### src/rtl/rs_issue_release.sv
// Reservation-station release side: per-entry lifecycle tracking, round-robin issue slot with
// valid/ready handshake to the FU, and the free-entry vector returned to the allocator.
module rs_issue_release #(
  parameter int unsigned NUM_ENTRIES = 4,
  parameter int unsigned CNT_W       = $clog2(NUM_ENTRIES + 1)
) (
  input  logic                   clk_i,
  input  logic                   reset_i,
  input  logic [NUM_ENTRIES-1:0] entry_allocate_i,
  input  logic                   alloc_ready_i,
  input  logic [NUM_ENTRIES-1:0] wakeup_i,
  input  logic                   flush_i,
  input  logic                   issue_ready_i,
  output logic                   issue_valid_o,
  output logic [NUM_ENTRIES-1:0] issue_entry_o,
  output logic [NUM_ENTRIES-1:0] entry_free_o,
  output logic [CNT_W-1:0]       count_o
);

  localparam int unsigned PTR_W = $clog2(NUM_ENTRIES);

  typedef enum logic [1:0] {
    StFree,
    StWait,
    StReady,
    StIssued
  } ent_state_e;

  ent_state_e                 ent_state_q [NUM_ENTRIES];
  ent_state_e                 ent_state_d [NUM_ENTRIES];
  logic                       slot_valid_q, slot_valid_d;
  logic [NUM_ENTRIES-1:0]     slot_entry_q, slot_entry_d;
  logic [PTR_W-1:0]           rr_ptr_q, rr_ptr_d;
  logic [CNT_W-1:0]           count_q, count_d;

  logic                       handshake;
  logic                       slot_load;
  logic                       sel_found;
  logic [PTR_W-1:0]           sel_idx;
  logic [PTR_W-1:0]           scan_idx;

  assign handshake = slot_valid_q && issue_ready_i;
  assign slot_load = !slot_valid_q || handshake;

  // First READY entry at or above rr_ptr, wrapping; registered state only.
  always_comb begin
    sel_found = 1'b0;
    sel_idx   = '0;
    scan_idx  = '0;
    for (int unsigned o = 0; o < NUM_ENTRIES; o++) begin
      scan_idx = rr_ptr_q + PTR_W'(o);
      if (!sel_found && ent_state_q[scan_idx] == StReady) begin
        sel_found = 1'b1;
        sel_idx   = scan_idx;
      end
    end
  end

  always_comb begin
    slot_valid_d = slot_valid_q;
    slot_entry_d = slot_entry_q;
    rr_ptr_d     = rr_ptr_q;
    count_d      = '0;
    for (int unsigned i = 0; i < NUM_ENTRIES; i++) begin
      ent_state_d[i] = ent_state_q[i];
    end

    if (flush_i) begin
      for (int unsigned i = 0; i < NUM_ENTRIES; i++) begin
        ent_state_d[i] = StFree;
      end
      slot_valid_d = 1'b0;
      slot_entry_d = '0;
      rr_ptr_d     = '0;
    end else begin
      for (int unsigned i = 0; i < NUM_ENTRIES; i++) begin
        unique case (ent_state_q[i])
          StFree: begin
            if (entry_allocate_i[i]) begin
              ent_state_d[i] = (alloc_ready_i || wakeup_i[i]) ? StReady : StWait;
            end
          end
          StWait: begin
            if (wakeup_i[i]) ent_state_d[i] = StReady;
          end
          StIssued: begin
            if (handshake && slot_entry_q[i]) ent_state_d[i] = StFree;
          end
          default: ;
        endcase
      end

      if (slot_load) begin
        if (sel_found) begin
          slot_valid_d          = 1'b1;
          slot_entry_d          = '0;
          slot_entry_d[sel_idx] = 1'b1;
          rr_ptr_d              = sel_idx + PTR_W'(1);
          ent_state_d[sel_idx]  = StIssued;
        end else begin
          slot_valid_d = 1'b0;
          slot_entry_d = '0;
        end
      end
    end

    for (int unsigned i = 0; i < NUM_ENTRIES; i++) begin
      if (ent_state_d[i] != StFree) count_d = count_d + CNT_W'(1);
    end
  end

  always_ff @(posedge clk_i) begin
    if (reset_i) begin
      for (int unsigned i = 0; i < NUM_ENTRIES; i++) begin
        ent_state_q[i] <= StFree;
      end
      slot_valid_q <= 1'b0;
      slot_entry_q <= '0;
      rr_ptr_q     <= '0;
      count_q      <= '0;
    end else begin
      for (int unsigned i = 0; i < NUM_ENTRIES; i++) begin
        ent_state_q[i] <= ent_state_d[i];
      end
      slot_valid_q <= slot_valid_d;
      slot_entry_q <= slot_entry_d;
      rr_ptr_q     <= rr_ptr_d;
      count_q      <= count_d;
    end
  end

  always_comb begin
    entry_free_o = '0;
    for (int unsigned i = 0; i < NUM_ENTRIES; i++) begin
      entry_free_o[i] = (ent_state_q[i] == StFree);
    end
  end

  assign issue_valid_o = slot_valid_q;
  assign issue_entry_o = slot_entry_q;
  assign count_o       = count_q;

endmodule

### config.mk
export PLATFORM = sky130hd
export DESIGN_NAME = rs_issue_release
export DESIGN_NICKNAME = d
export VERILOG_FILES = /design/src/rtl/rs_issue_release.sv
export SDC_FILE = /design/constraint.sdc
export NUM_CORES = 1
export LEC_CHECK = 0
export CAP_MARGIN = 20
export CORE_ASPECT_RATIO = 1.1
export CORE_UTILIZATION = 46
export CTS_CLUSTER_SIZE = 12
export DETAILED_ROUTE_END_ITERATION = 6
export GPL_TIMING_DRIVEN = 0
export HOLD_SLACK_MARGIN = 0.1
export PLACE_DENSITY_LB_ADDON = 0.05
export SYNTH_ARGS = -nofsm -noshare
export SYNTH_HDL_FRONTEND = slang
export SYNTH_SLANG_ARGS = --single-unit
export TNS_END_PERCENT = 1
### constraint.sdc
create_clock -name clk_i -period 3.4 [get_ports clk_i]
set_input_delay 0.34 -clock clk_i [delete_from_list [all_inputs] [get_ports clk_i]]
set_output_delay 0.34 -clock clk_i [all_outputs]
set_load 0.02 [all_outputs]
==> reports/qor.csv <==
stage;metric;value;unit
floorplanning;io_pins;25;
synth;synth_edf_count;0;
cts;clk_pin_slew;0.11;ns
cts;cts_buffers;3;
detailed_routing;first_iter_violations;39;
global_route;grt_pass1_vias;1314;
layout;final_cell_mix;24 x clkdlybuf4s50_1, 21 x a21oi_1, 14 x buf_4;
flow_run;drv_cap;0;
layout;diodes;0;
placement;io_buffers;24;
setup_path;worst_setup_path_start_kind;flop;
layout;fin_cells;230;
synth;synth-compound-area-share;32.0;%
floorplanning;rows;19;
synth;synth_mux_area_share;3.43;%
detailed_routing;via_per_inst;6.10;
floorplanning;die_h;57.2;um
timing;drv_slew;0;
layout;drive_above_1_share;25.6;%
layout;final_common_cell;clkdlybuf4s50_1;
floorplanning;core_region_area;0.00257;mm^2
layout;syn_to_final_growth;44.0;%
placement;dp_hpwl;2500;um
synth;syn_area;0.00128;mm^2
detailed_routing;drt_wl_total;3830;um
setup_path;path_class;reg -> reg;
global_route;grt_max_degree;12;
synth;dominantRegCellSynth;dfxtp_1;
timing;holdWs;0.492;ns
detailed_routing;vias;1404;
synth;async_reset_ff_share;0;%
synth;syn_nets;180;
detailed_routing;highest_layer;met4;
floorplanning;start_util;49.7;%
timing;finClkSkew;0.00399;ns
global_route;overflow;0;
global_route;grt_pass1_wl;5820;um
synth;synth_top_family_by_area;compound AO/OA/AOI/OAI gates;
detailed_routing;ant_nets;0;
floorplanning;die_area;0.00299;mm^2
placement;routabilityCongestion;0.859;
synth;synth_top_area_cell;dfxtp_1;
global_route;antenna_found_initial;0;
timing;fin_crit_sh;98.4;%
detailed_routing;wire_per_inst;16.6;um
timing;finalSetupViolations;0;
synth;yosys.area_share.simple;21.0;%
cts;cts_root_buf;clkbuf_4;
cts;h-tree-depth;1;
setup_path;worst_ep_arrival_time;3.58;ns
setup_path;required;3.63;ns
power_and_ir_drop;power;749;uW
timing;max_freq;0.299;GHz
detailed_routing;drc;0;
power_and_ir_drop;vdd_drop_max;0.000343;V
timing;period_minus_slack;3.35;ns
layout;final_util;71.6;%
timing;rsz0062_at_grt;yes;
synth;syn_area_per_cell;7.98;um^2
cts;cts_buffer_depth;2;
global_route;grt.total_usage;25.8;%
synth;synth_warnings;0;
synth;ys_types;39;
detailed_routing;wl_met2;2020;um
cts;cts_tree;built;
timing;tns;0;ns
synth;yosys-top-cells-area;dfxtp_1 31%, a21oi_1 9.0%, ha_1 6.9%;
power_and_ir_drop;p_leak;0.692;nW
synth;netlist.area_leader.share;31.4;%
detailed_routing;met1Wirelength;1630;um
power_and_ir_drop;p_per_area;408;mW/mm^2
run_status;outcome;complete, no violations;
detailed_routing;wl_met3;120;um
setup_path;worstSetupEndpointType;flop;
synth;synth_xor_area_share;0.686;%
detailed_routing;drtPass1Iterations;4;
worst_hold_path;hold_class;reg -> reg;
placement;placedCellCount;215;
cts;cts_sinks;20;
synth;postSynthCellCount;160;
cts;clk_latency;0.29;ns
timing;worstMarginPinSlew;0.566;ns
floorplanning;die_x;52.2;um
synth;synthAdderAreaFrac;6.86;%
timing;finalHoldViolations;0;
timing;relSlewSlack;62.2;%
synth;ys_ff_latch;20;
setup_path;crit_fanout;8;
cts;ctsHoldBuffers;0;
synth;yosysSeqAreaShare;31.4;%
layout;layout.nets;221;
[flip-flops by register name, indices dropped and copies added, names as in the netlist, named ones only]
signal	flops
count_o	3
ent_state_q	8
issue_entry_o	4
issue_valid_o	1
rr_ptr_q	2
[area by class of cell]
class / count / area (um^2)
Multi-Input combinational cell: 124 / 956
Fill cell: 193 / 729
Sequential cell: 20 / 423
Timing Repair Buffer: 38 / 345
Inverter: 11 / 41.3
Tap cell: 31 / 38.8
Clock buffer: 3 / 22.5
Buffer: 3 / 11.3
[through the flow]
| stage | cell area, um^2 | worst slack (ns) |
|---|---|---|
| CTS | 1700 | 0.0000322 |
| global placement | 1560 | -0.288 |
| detailed placement | 1560 | -0.385 |
| global route | 1840 | -0.0209 |
| finish | 1840 | 0.0545 |
| floorplan | 1280 | 0.0588 |
[routing by layer]
layer / vias up / global-route usage, %
met5: - / 0
met4: 0 / 9.77
met3: 9 / 3.47
met2: 32 / 44.5
met1: 692 / 32.0
li1: 671 / -
[worst paths after layout]
kind | end | slack (ns) | cells past startpoint | startpoint
worst max-delay path | count_o[2]$_SDFF_PP0_ | 0.05 | 15 | ent_state_q[2][1]$_SDFF_PP0_
worst min-delay path | issue_entry_o[2]$_SDFFE_PP0N_ | 0.49 | 2 | issue_entry_o[2]$_SDFFE_PP0N_
worst max register to register | count_o[2]$_SDFF_PP0_ | 0.05 | 15 | ent_state_q[2][1]$_SDFF_PP0_
worst min register to register | issue_entry_o[2]$_SDFFE_PP0N_ | 0.49 | 2 | issue_entry_o[2]$_SDFFE_PP0N_
[report_power, final]
group | switching, mW | total [mW] | internal [mW] | leakage, nW
registers | 0.0259 | 0.280 | 0.255 | 0.168
logic | 0.186 | 0.360 | 0.174 | 0.510
clock network | 0.0676 | 0.109 | 0.0412 | 0.0138
total | 0.280 | 0.749 | 0.469 | 0.692
[cell families after synthesis]
group           Yosys count
flops                    20
buf+inv                  16
compound gates           60
mux                       3
xor+xnor                  1
simple gates             53
fa+ha+maj                 7
[critical path: stages, from the launching register on]
cell and delay (ns):
dfxtp_4 0.38, nor2b_4 0.14, mux4_2 0.56, o21a_1 0.23, a21oi_2 0.17, inv_2 0.08
ha_4 0.17, a31oi_4 0.16, o31a_1 0.21, a21o_1 0.16, ha_4 0.22, xor2_2 0.16
ha_2 0.20, inv_2 0.04, a311o_1 0.27, a21oi_1 0.12
[repair_timing]
item                       4_1_cts  5_1_grt
setup endpoints to repair        3        2
resized for setup               21       20
gates cloned                     0        0
buffers inserted                 5        9
pin swaps                        5        6
[cell usage after synthesis, types with 3 or more instances]
| cell | number |
|---|---|
| o21ai_0 | 8 |
| ha_1 | 7 |
| nor2_1 | 13 |
| nand2_1 | 13 |
| nor2b_1 | 7 |
| nand3_1 | 6 |
| nand2b_1 | 3 |
| clkbuf_1 | 5 |
| a21o_1 | 4 |
| a31oi_1 | 4 |
| inv_1 | 11 |
| a21oi_1 | 23 |
| dfxtp_1 | 20 |
Note: power is estimated with default switching activity, not from simulation.
